===== config.mk =====
export PLATFORM = sky130hd
export DESIGN_NAME = mac_accumulator_flat
export DESIGN_NICKNAME = d
export VERILOG_FILES = /design/src/rtl/mac_accumulator_if.sv /design/src/rtl/mac_accumulator.sv /design/src/flat_wrapper.sv
export SDC_FILE = /design/constraint.sdc
export NUM_CORES = 1
export LEC_CHECK = 0
export ABC_AREA = 0
export BUFFER_PORTS_ARGS = -buffer_cell sky130_fd_sc_hd__buf_2
export CORE_MARGIN = 4
export CORE_UTILIZATION = 60
export CTS_CLUSTER_SIZE = 24
export DETAILED_ROUTE_END_ITERATION = 8
export GPL_TIMING_DRIVEN = 0
export PLACE_DENSITY = 0.78
export SLEW_MARGIN = 20
export SYNTH_ARGS = -nofsm -noshare
export SYNTH_HDL_FRONTEND = slang
export SYNTH_SLANG_ARGS = --single-unit

===== constraint.sdc =====
create_clock -name clk -period 5.3 [get_ports clk]
set_clock_uncertainty 0.2 [all_clocks]
set_input_delay 0.53 -clock clk [delete_from_list [all_inputs] [get_ports clk]]
set_output_delay 0.53 -clock clk [all_outputs]
set_load 0.02 [all_outputs]

===== src/rtl/mac_accumulator_if.sv =====
// mac_accumulator_if
//   Bundles the operand-side and result-side valid/ready handshakes of the
//   mac_accumulator lane.
//
//   Operand side (upstream -> block):
//     in_valid  operand beat valid
//     in_ready  block can accept a beat this cycle
//     in_act    signed activation, Q bits
//     in_wgt    signed weight, Q bits
//     in_last   beat is the final term of the current dot product
//   Result side (block -> downstream):
//     acc_valid acc_out/acc_ovf hold a result
//     acc_ready downstream accepts the result
//     acc_out   signed saturated dot product, DATA_WIDTH bits
//     acc_ovf   saturation occurred at least once in this vector
//
//   master: the environment driving operands and consuming results.
//   slave : the accumulator itself.
interface mac_accumulator_if #(
  parameter int DATA_WIDTH = 32,
  parameter int Q          = 16
);
  logic                  in_valid;
  logic                  in_ready;
  logic [Q-1:0]          in_act;
  logic [Q-1:0]          in_wgt;
  logic                  in_last;
  logic                  acc_valid;
  logic                  acc_ready;
  logic [DATA_WIDTH-1:0] acc_out;
  logic                  acc_ovf;

  modport master (
    output in_valid, in_act, in_wgt, in_last, acc_ready,
    input  in_ready, acc_valid, acc_out, acc_ovf
  );

  modport slave (
    input  in_valid, in_act, in_wgt, in_last, acc_ready,
    output in_ready, acc_valid, acc_out, acc_ovf
  );
endinterface


===== src/rtl/mac_accumulator.sv =====
// mac_accumulator
//   Streaming signed multiply-accumulate engine for one neuron lane. Each
//   accepted beat contributes in_act * in_wgt (full 2*(Q-D_POINT) fractional
//   bit precision) to a running dot product. The beat flagged in_last closes
//   the vector: the saturated sum and a sticky overflow flag are presented on
//   a registered valid/ready output.
//
//   Ports:
//     clk  rising-edge clock
//     rst  asynchronous, active-high reset
//     bus  mac_accumulator_if.slave (operand and result handshakes)
//
//   Pipeline: stage 1 registers the exact product, stage 2 accumulates with
//   saturation. A pending result that downstream refuses freezes both stages
//   and drops in_ready in the same cycle.
module mac_accumulator #(
  parameter int DATA_WIDTH = 32,
  parameter int Q          = 16,
  parameter int D_POINT    = 8
) (
  input  logic                clk,
  input  logic                rst,
  mac_accumulator_if.slave    bus
);

  // The product is exact only if the accumulator can hold all 2*Q bits;
  // D_POINT fixes the binary point and must lie within the operand.
  if (DATA_WIDTH < 2 * Q || D_POINT < 1 || D_POINT > Q) begin : g_param_check
    $error("mac_accumulator: illegal DATA_WIDTH/Q/D_POINT combination");
  end

  localparam logic [DATA_WIDTH-1:0] ACC_MAX = {1'b0, {(DATA_WIDTH-1){1'b1}}};
  localparam logic [DATA_WIDTH-1:0] ACC_MIN = {1'b1, {(DATA_WIDTH-1){1'b0}}};

  logic                  adv;

  logic signed [2*Q-1:0] prod_full;
  logic [DATA_WIDTH-1:0] prod_ext;

  logic                  p_valid;
  logic                  p_last;
  logic [DATA_WIDTH-1:0] p_prod;

  logic [DATA_WIDTH-1:0] acc;
  logic                  first;
  logic                  sticky;

  logic                  acc_valid_q;
  logic [DATA_WIDTH-1:0] acc_out_q;
  logic                  acc_ovf_q;

  logic [DATA_WIDTH-1:0] base;
  logic [DATA_WIDTH:0]   sum_wide;
  logic [DATA_WIDTH-1:0] sum_sat;
  logic                  ovf_now;
  logic                  ovf_vec;

  // The whole pipe moves unless a result is waiting on a stalled consumer.
  assign adv          = !(acc_valid_q && !bus.acc_ready);
  assign bus.in_ready = adv;

  assign bus.acc_valid = acc_valid_q;
  assign bus.acc_out   = acc_out_q;
  assign bus.acc_ovf   = acc_ovf_q;

  // Signed Q x Q product is exact in 2*Q bits; the size cast of a signed
  // value sign-extends it into the accumulator width.
  assign prod_full = $signed(bus.in_act) * $signed(bus.in_wgt);
  assign prod_ext  = DATA_WIDTH'(prod_full);

  // Stage 1: capture the product. p_last is captured even on bubbles; it is
  // only honoured when p_valid is set.
  always_ff @(posedge clk or posedge rst) begin
    if (rst) begin
      p_valid <= 1'b0;
      p_last  <= 1'b0;
      p_prod  <= '0;
    end else if (adv) begin
      p_valid <= bus.in_valid;
      p_last  <= bus.in_last;
      p_prod  <= prod_ext;
    end
  end

  // Saturating add: one extra bit catches overflow, then clamp to the
  // representable range. A vector's first term starts from zero, so the
  // previous vector's accumulator and sticky flag never need clearing.
  always_comb begin
    base     = first ? '0 : acc;
    sum_wide = {base[DATA_WIDTH-1], base} + {p_prod[DATA_WIDTH-1], p_prod};
    ovf_now  = sum_wide[DATA_WIDTH] ^ sum_wide[DATA_WIDTH-1];
    sum_sat  = sum_wide[DATA_WIDTH-1:0];
    if (ovf_now) begin
      sum_sat = sum_wide[DATA_WIDTH] ? ACC_MIN : ACC_MAX;
    end
    ovf_vec = (first ? 1'b0 : sticky) | ovf_now;
  end

  // Stage 2: accumulate, or publish on the last term. A result written in
  // the same cycle as the old one is consumed keeps acc_valid high, since
  // the later assignment wins.
  always_ff @(posedge clk or posedge rst) begin
    if (rst) begin
      acc         <= '0;
      first       <= 1'b1;
      sticky      <= 1'b0;
      acc_valid_q <= 1'b0;
      acc_out_q   <= '0;
      acc_ovf_q   <= 1'b0;
    end else begin
      if (acc_valid_q && bus.acc_ready) begin
        acc_valid_q <= 1'b0;
      end
      if (adv && p_valid) begin
        if (p_last) begin
          acc_out_q   <= sum_sat;
          acc_ovf_q   <= ovf_vec;
          acc_valid_q <= 1'b1;
          first       <= 1'b1;
        end else begin
          acc    <= sum_sat;
          sticky <= ovf_vec;
          first  <= 1'b0;
        end
      end
    end
  end

endmodule


===== src/flat_wrapper.sv =====
// flat-port wrapper written by rule: the top's interface ports become plain ports
module mac_accumulator_flat 
#(
  parameter int DATA_WIDTH = 32,
  parameter int Q          = 16,
  parameter int D_POINT    = 8
)
  (clk, rst, bus_in_valid, bus_in_act, bus_in_wgt, bus_in_last, bus_acc_ready, bus_in_ready, bus_acc_valid, bus_acc_out, bus_acc_ovf);
  mac_accumulator_if #(.DATA_WIDTH(DATA_WIDTH), .Q(Q)) bus_i ();
  input  logic clk;
  input  logic rst;
  input wire logic [$bits(bus_i.in_valid)-1:0] bus_in_valid;
  input wire logic [$bits(bus_i.in_act)-1:0] bus_in_act;
  input wire logic [$bits(bus_i.in_wgt)-1:0] bus_in_wgt;
  input wire logic [$bits(bus_i.in_last)-1:0] bus_in_last;
  input wire logic [$bits(bus_i.acc_ready)-1:0] bus_acc_ready;
  output wire logic [$bits(bus_i.in_ready)-1:0] bus_in_ready;
  output wire logic [$bits(bus_i.acc_valid)-1:0] bus_acc_valid;
  output wire logic [$bits(bus_i.acc_out)-1:0] bus_acc_out;
  output wire logic [$bits(bus_i.acc_ovf)-1:0] bus_acc_ovf;
  assign bus_i.in_valid = bus_in_valid;
  assign bus_i.in_act = bus_in_act;
  assign bus_i.in_wgt = bus_in_wgt;
  assign bus_i.in_last = bus_in_last;
  assign bus_i.acc_ready = bus_acc_ready;
  assign bus_in_ready = bus_i.in_ready;
  assign bus_acc_valid = bus_i.acc_valid;
  assign bus_acc_out = bus_i.acc_out;
  assign bus_acc_ovf = bus_i.acc_ovf;
  mac_accumulator #(.DATA_WIDTH(DATA_WIDTH), .Q(Q), .D_POINT(D_POINT)) u_core (.clk(clk), .rst(rst), .bus(bus_i));
endmodule

==> flow_summary.html, run 1 <==
<table>
<tr><th>Metric</th><th>Value</th></tr>
<tr><th colspan="2">Clocking</th></tr>
<tr><td>CTS clock-pin slew for the worst setup and hold paths</td><td>about 0.08 ns</td></tr>
<tr><td>Buffer depth of the longest clock path</td><td>2</td></tr>
<tr><td>Worst-Skew Late Latency</td><td>roughly 0.37 ns</td></tr>
<tr><td>TritonCTS clock tree</td><td>built</td></tr>
<tr><td>Clock tree root driver cell</td><td>clkbuf_16</td></tr>
<tr><td>H-tree level count</td><td>3</td></tr>
<tr><td>Number of buffers inserted during clock tree synthesis</td><td>9</td></tr>
<tr><td># clock sinks</td><td>102</td></tr>
<tr><th colspan="2">Synth</th></tr>
<tr><td>Yosys warnings</td><td>0</td></tr>
<tr><td>Syn Inst Count</td><td>between 1500 and 2000</td></tr>
<tr><td>Main flop type after synthesis</td><td>dfrtp_1</td></tr>
<tr><td>Ys async rst share</td><td>1.00</td></tr>
<tr><td>Net Count, Synth</td><td>2143</td></tr>
<tr><td>Portion of synthesized cell area occupied by the leading cell type</td><td>0.337</td></tr>
<tr><td>Post-synthesis instance area</td><td>15600 um^2</td></tr>
<tr><td>Number of unique standard cell types used by synthesis</td><td>between 60 and 70</td></tr>
<tr><td>Portion of the post-synthesis area used by sequential elements</td><td>0.163</td></tr>
<tr><td>EDFF count, synth</td><td>0</td></tr>
<tr><td>Cell taking the most area after synthesis</td><td>fa_1</td></tr>
<tr><td>Most frequent cell after synthesis</td><td>inv_1</td></tr>
<tr><td>Per-instance average area after synthesis</td><td>~9.0 um^2</td></tr>
<tr><td>Largest cells by area after synthesis</td><td>fa_1 34%, dfrtp_1 16%, ha_1 9.1%</td></tr>
<tr><td>Synth cell count leaders</td><td>314 x inv_1, 263 x fa_1, 228 x nand2_1, 131 x and2_1, 114 x ha_1</td></tr>
<tr><td>Synth Register Bits</td><td>around 100</td></tr>
<tr><th colspan="2">STA</th></tr>
<tr><td>Final setup margin</td><td>-0.615 ns</td></tr>
<tr><td>Unrepaired setup endpoints after global routing</td><td>true</td></tr>
<tr><td>Headroom to the max-slew limit</td><td>0.485</td></tr>
<tr><td>Period utilisation layout</td><td>1.12</td></tr>
<tr><td>Final count of negative-setup-slack endpoints</td><td>18</td></tr>
<tr><td>Max frequency</td><td>approximately 0.17 GHz</td></tr>
<tr><td>Hold violation total from the final report</td><td>0</td></tr>
<tr><td>Slew @ Worst Pin</td><td>slightly below 0.8 ns</td></tr>
<tr><td>Fin. max-slew vios</td><td>0</td></tr>
<tr><td>Time the final worst path needs with I/O delays and setup</td><td>just under 6 ns</td></tr>
<tr><th colspan="2">Die</th></tr>
<tr><td>Die W</td><td>approximately 170 um</td></tr>
<tr><td>Total die area</td><td>28700 um^2</td></tr>
<tr><td>Vertical extent of the die</td><td>roughly 170 um</td></tr>
<tr><td>Initial Utilization</td><td>0.616</td></tr>
<tr><td>Number of top-level pins</td><td>slightly above 70</td></tr>
<tr><td>Area of the core</td><td>roughly 25000 um^2</td></tr>
<tr><td>Rows</td><td>between 50 and 60</td></tr>
<tr><th colspan="2">Finish</th></tr>
<tr><td>Share of post-route cells with drive strength above 1</td><td>0.204</td></tr>
<tr><td>Net count of the finished layout</td><td>about 2300</td></tr>
<tr><td>Design area</td><td>around 19000 um^2</td></tr>
<tr><td>Layout Area Growth over Synthesis</td><td>21.7%</td></tr>
<tr><td>Fillers</td><td>1698</td></tr>
<tr><th colspan="2">GRT</th></tr>
<tr><td>Most used routing layer</td><td>met2</td></tr>
<tr><td>Overall Global Routing Usage</td><td>0.324</td></tr>
<tr><td>Grt met1 use</td><td>0.413</td></tr>
<tr><td>Initial antenna violation count</td><td>0</td></tr>
<tr><td>Global-route wire length before repair</td><td>between 70 and 80 mm</td></tr>
<tr><td>GRT overflow</td><td>0</td></tr>
<tr><td>Pin count of the biggest net entering global routing</td><td>63</td></tr>
<tr><td>Global-route track usage on met2</td><td>0.545</td></tr>
<tr><td>Met3 Track Usage GR</td><td>0.0538</td></tr>
<tr><td>Number of global-route vias before repair</td><td>about 14000</td></tr>
<tr><th colspan="2">Critical path</th></tr>
<tr><td>Cell with the largest stage delay on the worst path</td><td>fa_1</td></tr>
<tr><td>Required time reported for the critical path endpoint</td><td>about 5.3 ns</td></tr>
<tr><td>Critical Path Max Stage Delay</td><td>~0.60 ns</td></tr>
<tr><td>Family with the most delay on the worst path</td><td>adder cells</td></tr>
<tr><td>Critical path cell sequence</td><td>clkbuf_4, clkbuf_8, nand2_1, fa_1, inv_1, fa_1, fa_1, fa_1, fa_1, inv_1, fa_1, inv_1, ha_4, and2_4, a22o_1, buf_6, a311oi_4, o311ai_4, a31oi_1, xor2_1, o21ai_1</td></tr>
<tr><td>Critical path launch point type</td><td>input port</td></tr>
<tr><td>Number of buffers and inverters on the critical path</td><td>6</td></tr>
<tr><td>Critical path fanouts, max</td><td>8</td></tr>
<tr><td>Kind of end point of the critical path</td><td>flip-flop</td></tr>
<tr><td>Type of the worst setup path</td><td>in2reg</td></tr>
<tr><td>Crit path top cell by count</td><td>fa_1</td></tr>
<tr><td>Data arrival time of the critical path</td><td>5.95 ns</td></tr>
<tr><th colspan="2">Place</th></tr>
<tr><td>Final weighted congestion of routability-driven global placement</td><td>0.948</td></tr>
<tr><td>Area post-placement</td><td>16800 um^2</td></tr>
<tr><td>Post-Place Worst Slack</td><td>-1.46 ns</td></tr>
<tr><td>Final HPWL DP</td><td>34.0 mm</td></tr>
<tr><td>Port Buffers</td><td>just over 70</td></tr>
<tr><th colspan="2">Outcome</th></tr>
<tr><td>Result of the run</td><td>complete, but fails checks</td></tr>
<tr><td>Violations in the final reports</td><td>negative setup slack</td></tr>
<tr><th colspan="2">Routing</th></tr>
<tr><td>First-pass iteration count of the detailed router</td><td>6</td></tr>
<tr><td>Total detailed-routing wirelength</td><td>47.0 mm</td></tr>
<tr><td>Residual antenna-violating net count after detailed routing</td><td>0</td></tr>
<tr><td>Routed wirelength normalized by instance count</td><td>~21 um</td></tr>
<tr><td>Routed via count divided by cell count</td><td>between 5 and 6</td></tr>
<tr><td>Remaining routing DRC violations</td><td>0</td></tr>
<tr><td>Iter 0 DRT Violations</td><td>between 1000 and 1500</td></tr>
<tr><td>Via total after detailed routing</td><td>approximately 13000</td></tr>
<tr><th colspan="2">Flow run</th></tr>
<tr><td>Max Cap Viol</td><td>0</td></tr>
<tr><th colspan="2">Hold path</th></tr>
<tr><td>Min-Delay Path Class</td><td>in2reg</td></tr>
</table>
## layer usage
metal  share of wire  vias to the layer above
met5               0                        -
met1            0.38                     6564
met2            0.49                      687
li1                -                     5742
met3           0.079                      195
met4           0.052                        0
## worst paths after layout
check / cells past startpoint / slack (ns) / from / end
max: 21 / -0.62 / bus_in_act[11] / u_core.p_prod[28]
min: 3 / 0.19 / bus_in_last / u_core.p_last
max reg2reg: 14 / 0.29 / u_core.first / u_core.bus.acc_out[25]
min reg2reg: 2 / 0.28 / u_core.bus.acc_out[30] / u_core.bus.acc_out[30]
max in group asynchronous: 4 / 3.72 / rst / u_core.first
min in group asynchronous: 3 / 0.51 / rst / u_core.bus.acc_out[18]
## metrics by stage
step / util / setup TNS (ns) / std cells / hold WS [ns]
after global routing: 0.749 / -9.06 / 2238 / 0.225
after detailed placement: 0.663 / -19.69 / 2131 / 0.267
after CTS: 0.720 / -4.91 / 2197 / 0.188
final: 0.749 / -6.30 / 2240 / 0.191
after global placement: 0.662 / -18.28 / 2130 / 0.258
after floorplan: - / -3.11 / 1729 / 0.242
## state kept, by name, indices dropped and copies added (netlist names)
register	flops
u_core.bus.acc_ovf	1
u_core.sticky	1
u_core.bus.acc_valid	1
u_core.p_prod	32
u_core.bus.acc_out	32
u_core.p_last	1
u_core.first	1
u_core.acc	32
u_core.p_valid	1
## worst reg2reg max path, stage by stage (launching register included)
cell	delay (ns)
dfstp_2	0.66
clkbuf_1	0.47
nor2b_1	0.15
ha_1	0.31
clkbuf_1	0.28
nand4_1	0.23
nor2_1	0.20
nand4_1	0.11
o21ai_0	0.24
o21ai_1	0.13
a31oi_1	0.29
buf_2	0.33
buf_1	0.63
nand2_1	0.41
o221ai_1	0.30
## cell usage in the layout (no fill, tap or decap), types with 19 or more instances in the layout
master | netlist | final
dfrtp_1 | 101 | 101
nand2_1 | 228 | 218
buf_2 | 6 | 48
nor2_1 | 58 | 57
o21ai_0 | 65 | 46
xnor2_1 | 42 | 38
inv_1 | 314 | 292
clkbuf_16 | 0 | 31
xor2_1 | 22 | 22
inv_2 | 1 | 19
o21ai_1 | 40 | 50
a21oi_1 | 75 | 61
and2_1 | 131 | 115
nor2b_1 | 39 | 39
buf_6 | 3 | 28
clkbuf_1 | 51 | 21
buf_4 | 0 | 72
fa_1 | 263 | 247
a21o_1 | 19 | 19
a21oi_2 | 15 | 27
ha_1 | 114 | 97
## kinds of logic after synthesis
kind of cell / synth area share
muxes: 0.00720
DFF: 0.163
buffers and inverters: 0.0934
xor gates and xnor gates: 0.0376
adders and majority gates: 0.431
AOI/OAI and AO/OA: 0.113
and+or+nand+nor: 0.154
## layout make-up
| class | count | area [um^2] | share of cell area |
|---|---|---|---|
| inverters | 315 | 1200 | 0.0629 |
| diodes | 2 | 5.00 | 0.000263 |
| well taps | 330 | 413 | 0.0217 |
| multi-input cells | 1246 | 12300 | 0.646 |
| plain buffers | 66 | 811 | 0.0426 |
| clock buffers | 9 | 225 | 0.0118 |
| flip-flops and latches | 102 | 2550 | 0.134 |
| repair buffers | 163 | 1450 | 0.0762 |
| clock inverters | 7 | 80.1 | 0.00421 |
## timing repair
action	CTS	global route
resized for setup	154	98
hold buffers	1	0
hold endpoints to repair	40	0
buffers inserted	44	39
pin swaps	49	53
gates cloned	5	2
endpoints found under the setup margin	20	20
Power of run 1 is not shown: default switching activity piles up to over one toggle a cycle in this logic, so the estimate is an artifact.
==> run 2, diff against run 1 <==
ABC_AREA = 1   (was 0)
==> run 2 against run 1 <==
  * Via count is 20% higher
  * First-iteration DRC count is 31% higher
  * The flow still finishes with violations (negative setup slack)
  * Critical path depth is 2 higher
==> flow_summary.html, run 2 <==
<table>
<tr><th>Metric</th><th>Value</th></tr>
<tr><th colspan="2">Finish</th></tr>
<tr><td>Fillers</td><td>2158 (+27%)</td></tr>
<tr><td>Layout Area Growth over Synthesis</td><td>21.3%</td></tr>
<tr><td># diodes</td><td>0 (-2)</td></tr>
<tr><td>Commonest cells after routing, fill and taps aside</td><td>750 x nand2_1, 539 x inv_1, 237 x fa_1</td></tr>
<tr><td>Most common library cell in the layout ignoring fill and taps</td><td>nand2_1</td></tr>
<tr><td>Share of post-route cells with drive strength above 1</td><td>0.195 (-0.00872)</td></tr>
<tr><td>Sequential cell area</td><td>2550 um^2 (unchanged)</td></tr>
<tr><td>Final instance count without filler cells</td><td>2899 (+29%)</td></tr>
<tr><td>Area of combinational cells with multiple inputs</td><td>13300 um^2 (+7.8%)</td></tr>
<tr><td>Net count of the finished layout</td><td>2930 (+26%)</td></tr>
<tr><th colspan="2">Routing</th></tr>
<tr><td>Residual antenna-violating net count after detailed routing</td><td>0 (unchanged)</td></tr>
<tr><td>Via total after detailed routing</td><td>15800 (+20%)</td></tr>
<tr><td>Routed wirelength normalized by instance count</td><td>18.4 um (-12%)</td></tr>
<tr><td>Total detailed-routing wirelength</td><td>53.3 mm (+13%)</td></tr>
<tr><td>Remaining routing DRC violations</td><td>0 (unchanged)</td></tr>
<tr><td>Routed via count divided by cell count</td><td>5.44 (-7.6%)</td></tr>
<tr><td>First-pass iteration count of the detailed router</td><td>6 (unchanged)</td></tr>
<tr><td>Iter 0 DRT Violations</td><td>1421 (+31%)</td></tr>
<tr><th colspan="2">Synth</th></tr>
<tr><td>Post-synthesis instance area</td><td>17200 um^2 (+10%)</td></tr>
<tr><td>Per-instance average area after synthesis</td><td>7.22 um^2 (-20%)</td></tr>
<tr><td>Portion of the post-synthesis area used by sequential elements</td><td>0.148 (-0.0148)</td></tr>
<tr><td>Yosys warnings</td><td>0 (unchanged)</td></tr>
<tr><td>Most frequent cell after synthesis</td><td>nand2_1</td></tr>
<tr><td>Syn Inst Count</td><td>2382 (+38%)</td></tr>
<tr><td>Synth cell count leaders</td><td>800 x nand2_1, 576 x inv_1, 263 x fa_1, 114 x ha_1, 113 x nor2_1</td></tr>
<tr><td>Net Count, Synth</td><td>2796 (+30%)</td></tr>
<tr><td>Main flop type after synthesis</td><td>dfrtp_1</td></tr>
<tr><td>Cell taking the most area after synthesis</td><td>fa_1</td></tr>
<tr><td>Synth Register Bits</td><td>102 (unchanged)</td></tr>
<tr><td>EDFF count, synth</td><td>0 (unchanged)</td></tr>
<tr><td>Largest cells by area after synthesis</td><td>fa_1 31%, nand2_1 17%, dfrtp_1 15%</td></tr>
<tr><td>Ys async rst share</td><td>1.00 (unchanged)</td></tr>
<tr><td>Number of unique standard cell types used by synthesis</td><td>39 (-39%)</td></tr>
<tr><td>Portion of synthesized cell area occupied by the leading cell type</td><td>0.306 (-0.0306)</td></tr>
<tr><th colspan="2">STA</th></tr>
<tr><td>Fin. max-slew vios</td><td>0 (unchanged)</td></tr>
<tr><td>Headroom to the max-slew limit</td><td>0.443 (-0.0422)</td></tr>
<tr><td>Period utilisation layout</td><td>1.07 (-0.0468)</td></tr>
<tr><td>Final count of negative-setup-slack endpoints</td><td>18 (unchanged)</td></tr>
<tr><td>Time the final worst path needs with I/O delays and setup</td><td>5.67 ns (-0.248 ns)</td></tr>
<tr><td>Slew @ Worst Pin</td><td>0.832 ns (+0.0602 ns)</td></tr>
<tr><td>Unrepaired setup endpoints after global routing</td><td>true</td></tr>
<tr><td>Max frequency</td><td>0.176 GHz (+4.4%)</td></tr>
<tr><td>Hold violation total from the final report</td><td>0 (unchanged)</td></tr>
<tr><td>Final setup margin</td><td>-0.367 ns (+0.248 ns)</td></tr>
<tr><th colspan="2">Clocking</th></tr>
<tr><td>Clock tree root driver cell</td><td>clkbuf_16</td></tr>
<tr><td>Number of buffers inserted during clock tree synthesis</td><td>9 (unchanged)</td></tr>
<tr><td>Buffer depth of the longest clock path</td><td>2 (unchanged)</td></tr>
<tr><td>TritonCTS clock tree</td><td>built</td></tr>
<tr><td>Worst-Skew Late Latency</td><td>0.35 ns (-0.02 ns)</td></tr>
<tr><td># clock sinks</td><td>102 (unchanged)</td></tr>
<tr><td>H-tree level count</td><td>3 (unchanged)</td></tr>
<tr><td>CTS clock-pin slew for the worst setup and hold paths</td><td>0.07 ns (about the same)</td></tr>
<tr><th colspan="2">GRT</th></tr>
<tr><td>Pin count of the biggest net entering global routing</td><td>83 (+32%)</td></tr>
<tr><td>GRT overflow</td><td>0 (unchanged)</td></tr>
<tr><td>Overall Global Routing Usage</td><td>0.346 (+0.0220)</td></tr>
<tr><td>Number of global-route vias before repair</td><td>16300 (+16%)</td></tr>
<tr><td>Global-route wire length before repair</td><td>84.6 mm (+16%)</td></tr>
<tr><td>Initial antenna violation count</td><td>0 (unchanged)</td></tr>
<tr><th colspan="2">Hold path</th></tr>
<tr><td>Endpoint of the worst hold path</td><td>u_core.p_last</td></tr>
<tr><td>Min-delay src</td><td>bus_in_last</td></tr>
<tr><td>Min-Delay Path Class</td><td>in2reg</td></tr>
<tr><td>Depth of the worst hold-timing path</td><td>3 (unchanged)</td></tr>
<tr><th colspan="2">Die</th></tr>
<tr><td>Rows</td><td>61 (+5.2%)</td></tr>
<tr><td>Initial Utilization</td><td>0.614 (-0.00161)</td></tr>
<tr><td>Die W</td><td>177 um (+4.6%)</td></tr>
<tr><td>Total die area</td><td>31400 um^2 (+9.5%)</td></tr>
<tr><td>Area of the core</td><td>28000 um^2 (+10%)</td></tr>
<tr><td>Number of top-level pins</td><td>72 (unchanged)</td></tr>
<tr><td>Vertical extent of the die</td><td>177 um (+4.6%)</td></tr>
<tr><th colspan="2">Critical path</th></tr>
<tr><td>Critical path fanouts, max</td><td>6 (-2)</td></tr>
<tr><td>Data arrival time of the critical path</td><td>5.76 ns (-0.19 ns)</td></tr>
<tr><td>Worst Reg-to-Reg Cells</td><td>20 (+6)</td></tr>
<tr><td>Type of the worst setup path</td><td>in2reg</td></tr>
<tr><td>RR Startpoint</td><td>u_core.first</td></tr>
<tr><td>Destination of the worst register-to-register timing path</td><td>u_core.bus.acc_out[22]</td></tr>
<tr><td>Kind of end point of the critical path</td><td>flip-flop</td></tr>
<tr><td>R2r setup slk</td><td>1.62 ns (+1.33 ns)</td></tr>
<tr><td>Critical path launch point type</td><td>input port</td></tr>
<tr><td>Required time reported for the critical path endpoint</td><td>5.39 ns (+0.06 ns)</td></tr>
<tr><th colspan="2">Outcome</th></tr>
<tr><td>Result of the run</td><td>complete, but fails checks</td></tr>
<tr><td>Violations in the final reports</td><td>negative setup slack</td></tr>
<tr><th colspan="2">Flow run</th></tr>
<tr><td>Max Cap Viol</td><td>0 (unchanged)</td></tr>
<tr><th colspan="2">Place</th></tr>
<tr><td>Final HPWL DP</td><td>41.4 mm (+22%)</td></tr>
<tr><td>Final weighted congestion of routability-driven global placement</td><td>0.932 (-1.6%)</td></tr>
<tr><td>Port Buffers</td><td>45 (-37%)</td></tr>
<tr><td>Placed Cells incl. Taps</td><td>2806 (+32%)</td></tr>
</table>
==> run 2: worst max-delay path by stage <==
stage | from | endpoint | slack (ns) | cells after the start
2_1_floorplan | bus_in_wgt[9] | u_core.p_prod[31] | -0.19 | 24
3_3_place_gp | bus_in_act[3] | u_core.p_prod[27] | -1.22 | 22
3_5_place_dp | bus_in_act[3] | u_core.p_prod[27] | -1.22 | 22
4_1_cts | bus_in_wgt[15] | u_core.p_prod[31] | -0.23 | 23
5_1_grt | bus_in_act[6] | u_core.p_prod[31] | -0.48 | 26
6_report | bus_in_act[15] | u_core.p_prod[23] | -0.37 | 23
==> run 2: through the flow <==
| step | worst slack [ns] | hold WS [ns] | cell area (um^2) | TNS, ns | utilization |
|---|---|---|---|---|---|
| after floorplan | -0.187 | 0.249 | 18000 | -1.69 | - |
| after global placement | -1.22 | 0.259 | 18700 | -20.89 | 0.668 |
| after detailed placement | -1.22 | 0.260 | 18700 | -22.04 | 0.669 |
| after CTS | -0.228 | 0.201 | 20300 | -2.28 | 0.726 |
| after global routing | -0.482 | 0.209 | 20900 | -6.85 | 0.745 |
| final | -0.367 | 0.207 | 20900 | -4.45 | 0.745 |
==> run 2: critical path, stage by stage <==
cell and delay, ns:
buf_12 0.12, clkbuf_16 0.16, nand2_2 0.06, inv_2 0.04
fa_2 0.67, buf_4 0.14, fa_1 0.44, fa_2 0.57
fa_2 0.45, fa_1 0.49, inv_1 0.05, fa_1 0.47
inv_1 0.06, ha_4 0.29, nand2_1 0.08, inv_2 0.12
nand2_2 0.14, nor2_4 0.17, nand4_1 0.24, nand3_1 0.19
or2_2 0.12, nand3_1 0.06, nand2_1 0.09
==> run 2: per-layer routing <==
| metal | GRT usage | vias to the layer above | routed length, um |
|---|---|---|---|
| met5 | 0 | - | 0 |
| met4 | 0.0854 | 0 | 1660 |
| met3 | 0.0846 | 148 | 5360 |
| met2 | 0.535 | 755 | 23700 |
| met1 | 0.498 | 7668 | 22500 |
| li1 | - | 7200 | - |
==> run 2: kinds of logic (layout without fill, tap and decap cells) <==
family                     count (synthesis)  count (layout)  synth area share
AOI/OAI and AO/OA                        132             132            0.0427
DFF                                      102             102             0.148
and+or+nand+nor                         1074            1074             0.255
xor gates and xnor gates                  34              34            0.0173
buffers and inverters                    663             802             0.148
adders and majority gates                377             377             0.389
==> run 2: layout make-up <==
class / instances / share of cell area
clock buffers: 12 / 0.0123
inverters: 578 / 0.106
repair buffers: 123 / 0.0454
well taps: 378 / 0.0227
multi-input cells: 1617 / 0.635
flip-flops and latches: 102 / 0.122
clock inverters: 4 / 0.00252
plain buffers: 85 / 0.0540
==> run 2: what timing repair did <==
item                                   4_1_cts  5_1_grt
gates resized for setup                    197       96
buffers inserted                            47       27
endpoints found under the hold margin       20        0
setup endpoints to repair                   23       22
hold buffers                                 1        0
pin swaps                                   81       66
gates cloned                                 3        1
Power of run 2 is left out for the same reason.
==> run 3, diff against run 2 <==
TNS_END_PERCENT = 10   (was not set)
==> run 3 against run 2 <==
  * The run still ends with negative setup slack left
  * Non-clock buffer count is 24 lower
  * Sequential share of layout area increased by 0.42 points
  * Clock-buffer cell count unchanged
  * Critical path type unchanged
  * Highest routed layer unchanged
==> flow_summary.html, run 3 (synthesized netlist as in run 2, its figures left out) <==
<table>
<tr><th>Metric</th><th>Value</th></tr>
<tr><th colspan="2">Critical path</th></tr>
<tr><td>Worst setup endpoint</td><td>u_core.p_prod[28]</td></tr>
<tr><td>Data arrival time of the critical path</td><td>5.70 ns (-0.06 ns)</td></tr>
<tr><td>RR Startpoint</td><td>u_core.first</td></tr>
<tr><td>Destination of the worst register-to-register timing path</td><td>u_core.bus.acc_out[21]</td></tr>
<tr><td>Required time reported for the critical path endpoint</td><td>5.37 ns (-0.02 ns)</td></tr>
<tr><td>Type of the worst setup path</td><td>in2reg</td></tr>
<tr><td>Worst Reg-to-Reg Cells</td><td>20 (unchanged)</td></tr>
<tr><td>Kind of end point of the critical path</td><td>flip-flop</td></tr>
<tr><td>R2r setup slk</td><td>1.67 ns (+0.05 ns)</td></tr>
<tr><td>Critical Path Source</td><td>bus_in_act[15]</td></tr>
<tr><td>Critical path launch point type</td><td>input port</td></tr>
<tr><td>Critical path fanouts, max</td><td>6 (unchanged)</td></tr>
<tr><th colspan="2">Outcome</th></tr>
<tr><td>Result of the run</td><td>complete, but fails checks</td></tr>
<tr><td>Violations in the final reports</td><td>negative setup slack</td></tr>
<tr><th colspan="2">Finish</th></tr>
<tr><td>Layout Area Growth over Synthesis</td><td>17.3%</td></tr>
<tr><td>Share of post-route cells with drive strength above 1</td><td>0.167 (-0.0282)</td></tr>
<tr><td>Net count of the finished layout</td><td>2906 (-0.82%)</td></tr>
<tr><td># diodes</td><td>0 (unchanged)</td></tr>
<tr><td>Most common library cell in the layout ignoring fill and taps</td><td>nand2_1</td></tr>
<tr><td>Commonest cells after routing, fill and taps aside</td><td>761 x nand2_1, 546 x inv_1, 247 x fa_1</td></tr>
<tr><th colspan="2">Clocking</th></tr>
<tr><td>Worst-Skew Late Latency</td><td>0.36 ns (about the same)</td></tr>
<tr><td>H-tree level count</td><td>3 (unchanged)</td></tr>
<tr><td>Buffer depth of the longest clock path</td><td>2 (unchanged)</td></tr>
<tr><td>CTS clock-pin slew for the worst setup and hold paths</td><td>0.07 ns (about the same)</td></tr>
<tr><td>Clock tree root driver cell</td><td>clkbuf_16</td></tr>
<tr><td># clock sinks</td><td>102 (unchanged)</td></tr>
<tr><td>Number of buffers inserted during clock tree synthesis</td><td>9 (unchanged)</td></tr>
<tr><td>TritonCTS clock tree</td><td>built</td></tr>
<tr><th colspan="2">Routing</th></tr>
<tr><td>Routed via count divided by cell count</td><td>5.36 (-1.4%)</td></tr>
<tr><td>Routed wirelength normalized by instance count</td><td>17.7 um (-3.4%)</td></tr>
<tr><td>Iter 0 DRT Violations</td><td>1363 (-4.1%)</td></tr>
<tr><td>First-pass iteration count of the detailed router</td><td>6 (unchanged)</td></tr>
<tr><td>Via total after detailed routing</td><td>15400 (-2.3%)</td></tr>
<tr><td>Remaining routing DRC violations</td><td>0 (unchanged)</td></tr>
<tr><td>Total detailed-routing wirelength</td><td>51.0 mm (-4.2%)</td></tr>
<tr><td>Residual antenna-violating net count after detailed routing</td><td>0 (unchanged)</td></tr>
<tr><th colspan="2">Die</th></tr>
<tr><td>Vertical extent of the die</td><td>177 um (unchanged)</td></tr>
<tr><td>Rows</td><td>61 (unchanged)</td></tr>
<tr><td>Total die area</td><td>31400 um^2 (unchanged)</td></tr>
<tr><td>Area of the core</td><td>28000 um^2 (unchanged)</td></tr>
<tr><td>Number of top-level pins</td><td>72 (unchanged)</td></tr>
<tr><td>Die W</td><td>177 um (unchanged)</td></tr>
<tr><td>Initial Utilization</td><td>0.614 (unchanged)</td></tr>
<tr><th colspan="2">GRT</th></tr>
<tr><td>GRT overflow</td><td>0 (unchanged)</td></tr>
<tr><td>Global-route wire length before repair</td><td>82.2 mm (-2.9%)</td></tr>
<tr><td>Pin count of the biggest net entering global routing</td><td>83 (unchanged)</td></tr>
<tr><td>Number of global-route vias before repair</td><td>15900 (-2.4%)</td></tr>
<tr><td>Initial antenna violation count</td><td>0 (unchanged)</td></tr>
<tr><td>Overall Global Routing Usage</td><td>0.336 (-0.0107)</td></tr>
<tr><th colspan="2">STA</th></tr>
<tr><td>Slew @ Worst Pin</td><td>0.940 ns (+0.108 ns)</td></tr>
<tr><td>Final setup margin</td><td>-0.333 ns (+0.0343 ns)</td></tr>
<tr><td>Headroom to the max-slew limit</td><td>0.371 (-0.0723)</td></tr>
<tr><td>Unrepaired setup endpoints after global routing</td><td>true</td></tr>
<tr><td>Time the final worst path needs with I/O delays and setup</td><td>5.63 ns (-0.0343 ns)</td></tr>
<tr><td>Setup total negative slack</td><td>-3.89 ns (+0.552 ns)</td></tr>
<tr><td>Period utilisation layout</td><td>1.06 (-0.00648)</td></tr>
<tr><td>Final count of negative-setup-slack endpoints</td><td>19 (+1)</td></tr>
<tr><td>Fin. max-slew vios</td><td>0 (unchanged)</td></tr>
<tr><td>Max frequency</td><td>0.178 GHz (+0.61%)</td></tr>
<tr><td>Hold violation total from the final report</td><td>0 (unchanged)</td></tr>
<tr><th colspan="2">Place</th></tr>
<tr><td>Final HPWL DP</td><td>40.7 mm (-1.7%)</td></tr>
<tr><td>Port Buffers</td><td>45 (unchanged)</td></tr>
<tr><td>Final weighted congestion of routability-driven global placement</td><td>0.962 (+3.2%)</td></tr>
<tr><th colspan="2">Hold path</th></tr>
<tr><td>Min-Delay Path Class</td><td>in2reg</td></tr>
<tr><th colspan="2">Flow run</th></tr>
<tr><td>Max Cap Viol</td><td>0 (unchanged)</td></tr>
</table>
-- run 3: layout make-up --
class / count / area [um^2]
clock inverters: 4 / 55.1
plain buffers: 85 / 1010
multi-input cells: 1617 / 12900
clock buffers: 12 / 246
inverters: 578 / 2190
repair buffers: 99 / 712
fillers: 2247 / 7830
flip-flops and latches: 102 / 2550
well taps: 378 / 473
-- run 3: worst min-delay path by stage --
stage	start	end	slack [ns]	cells after the start
finish	bus_in_last	u_core.p_last	0.19	3
global placement	u_core.bus.acc_out[5]	u_core.bus.acc_out[5]	0.26	2
CTS	bus_in_last	u_core.p_last	0.18	3
floorplan	u_core.acc[17]	u_core.acc[17]	0.25	2
detailed placement	u_core.bus.acc_out[19]	u_core.bus.acc_out[19]	0.26	2
global route	bus_in_valid	u_core.p_valid	0.20	3
-- run 3: timing repair --
item	CTS	global route
gates resized for setup	187	94
hold buffers	1	0
hold endpoints to repair	20	0
setup endpoints to repair	23	23
gates cloned	1	0
pin swaps	61	57
buffers inserted	33	18
-- run 3: worst max-delay path: stages --
cell       delay, ns
buf_12          0.12
clkbuf_16       0.16
nand2_4         0.06
inv_2           0.04
fa_2            0.63
buf_4           0.15
buf_6           0.10
fa_1            0.44
fa_2            0.59
fa_1            0.44
fa_1            0.49
inv_1           0.05
fa_1            0.47
inv_1           0.06
ha_4            0.29
nand2_2         0.08
inv_4           0.08
nand2_4         0.06
nor2_4          0.11
buf_4           0.13
nand4_1         0.23
nand2_1         0.15
nand2_1         0.07
a31oi_1         0.17
-- run 3: metrics by stage --
step / cells / hold slack (ns) / util / setup WS [ns] / instance area, um^2
after floorplan: 2382 / 0.249 / - / -0.188 / 17700
after global placement: 2805 / 0.257 / 0.657 / -1.37 / 18400
after detailed placement: 2806 / 0.260 / 0.658 / -1.47 / 18400
after CTS: 2857 / 0.181 / 0.706 / -0.250 / 19800
after global routing: 2875 / 0.203 / 0.721 / -0.455 / 20200
final: 2875 / 0.188 / 0.721 / -0.333 / 20200
-- run 3: metal layers --
metal	track usage	up-vias	part of all wire	wire length (um)
li1	-	7154	-	-
met1	0.492	7511	0.44	22400
met2	0.517	624	0.45	22700
met3	0.0667	126	0.088	4500
met4	0.0883	0	0.027	1360
met5	0	-	0	0
Power of run 3 is left out for the same reason.
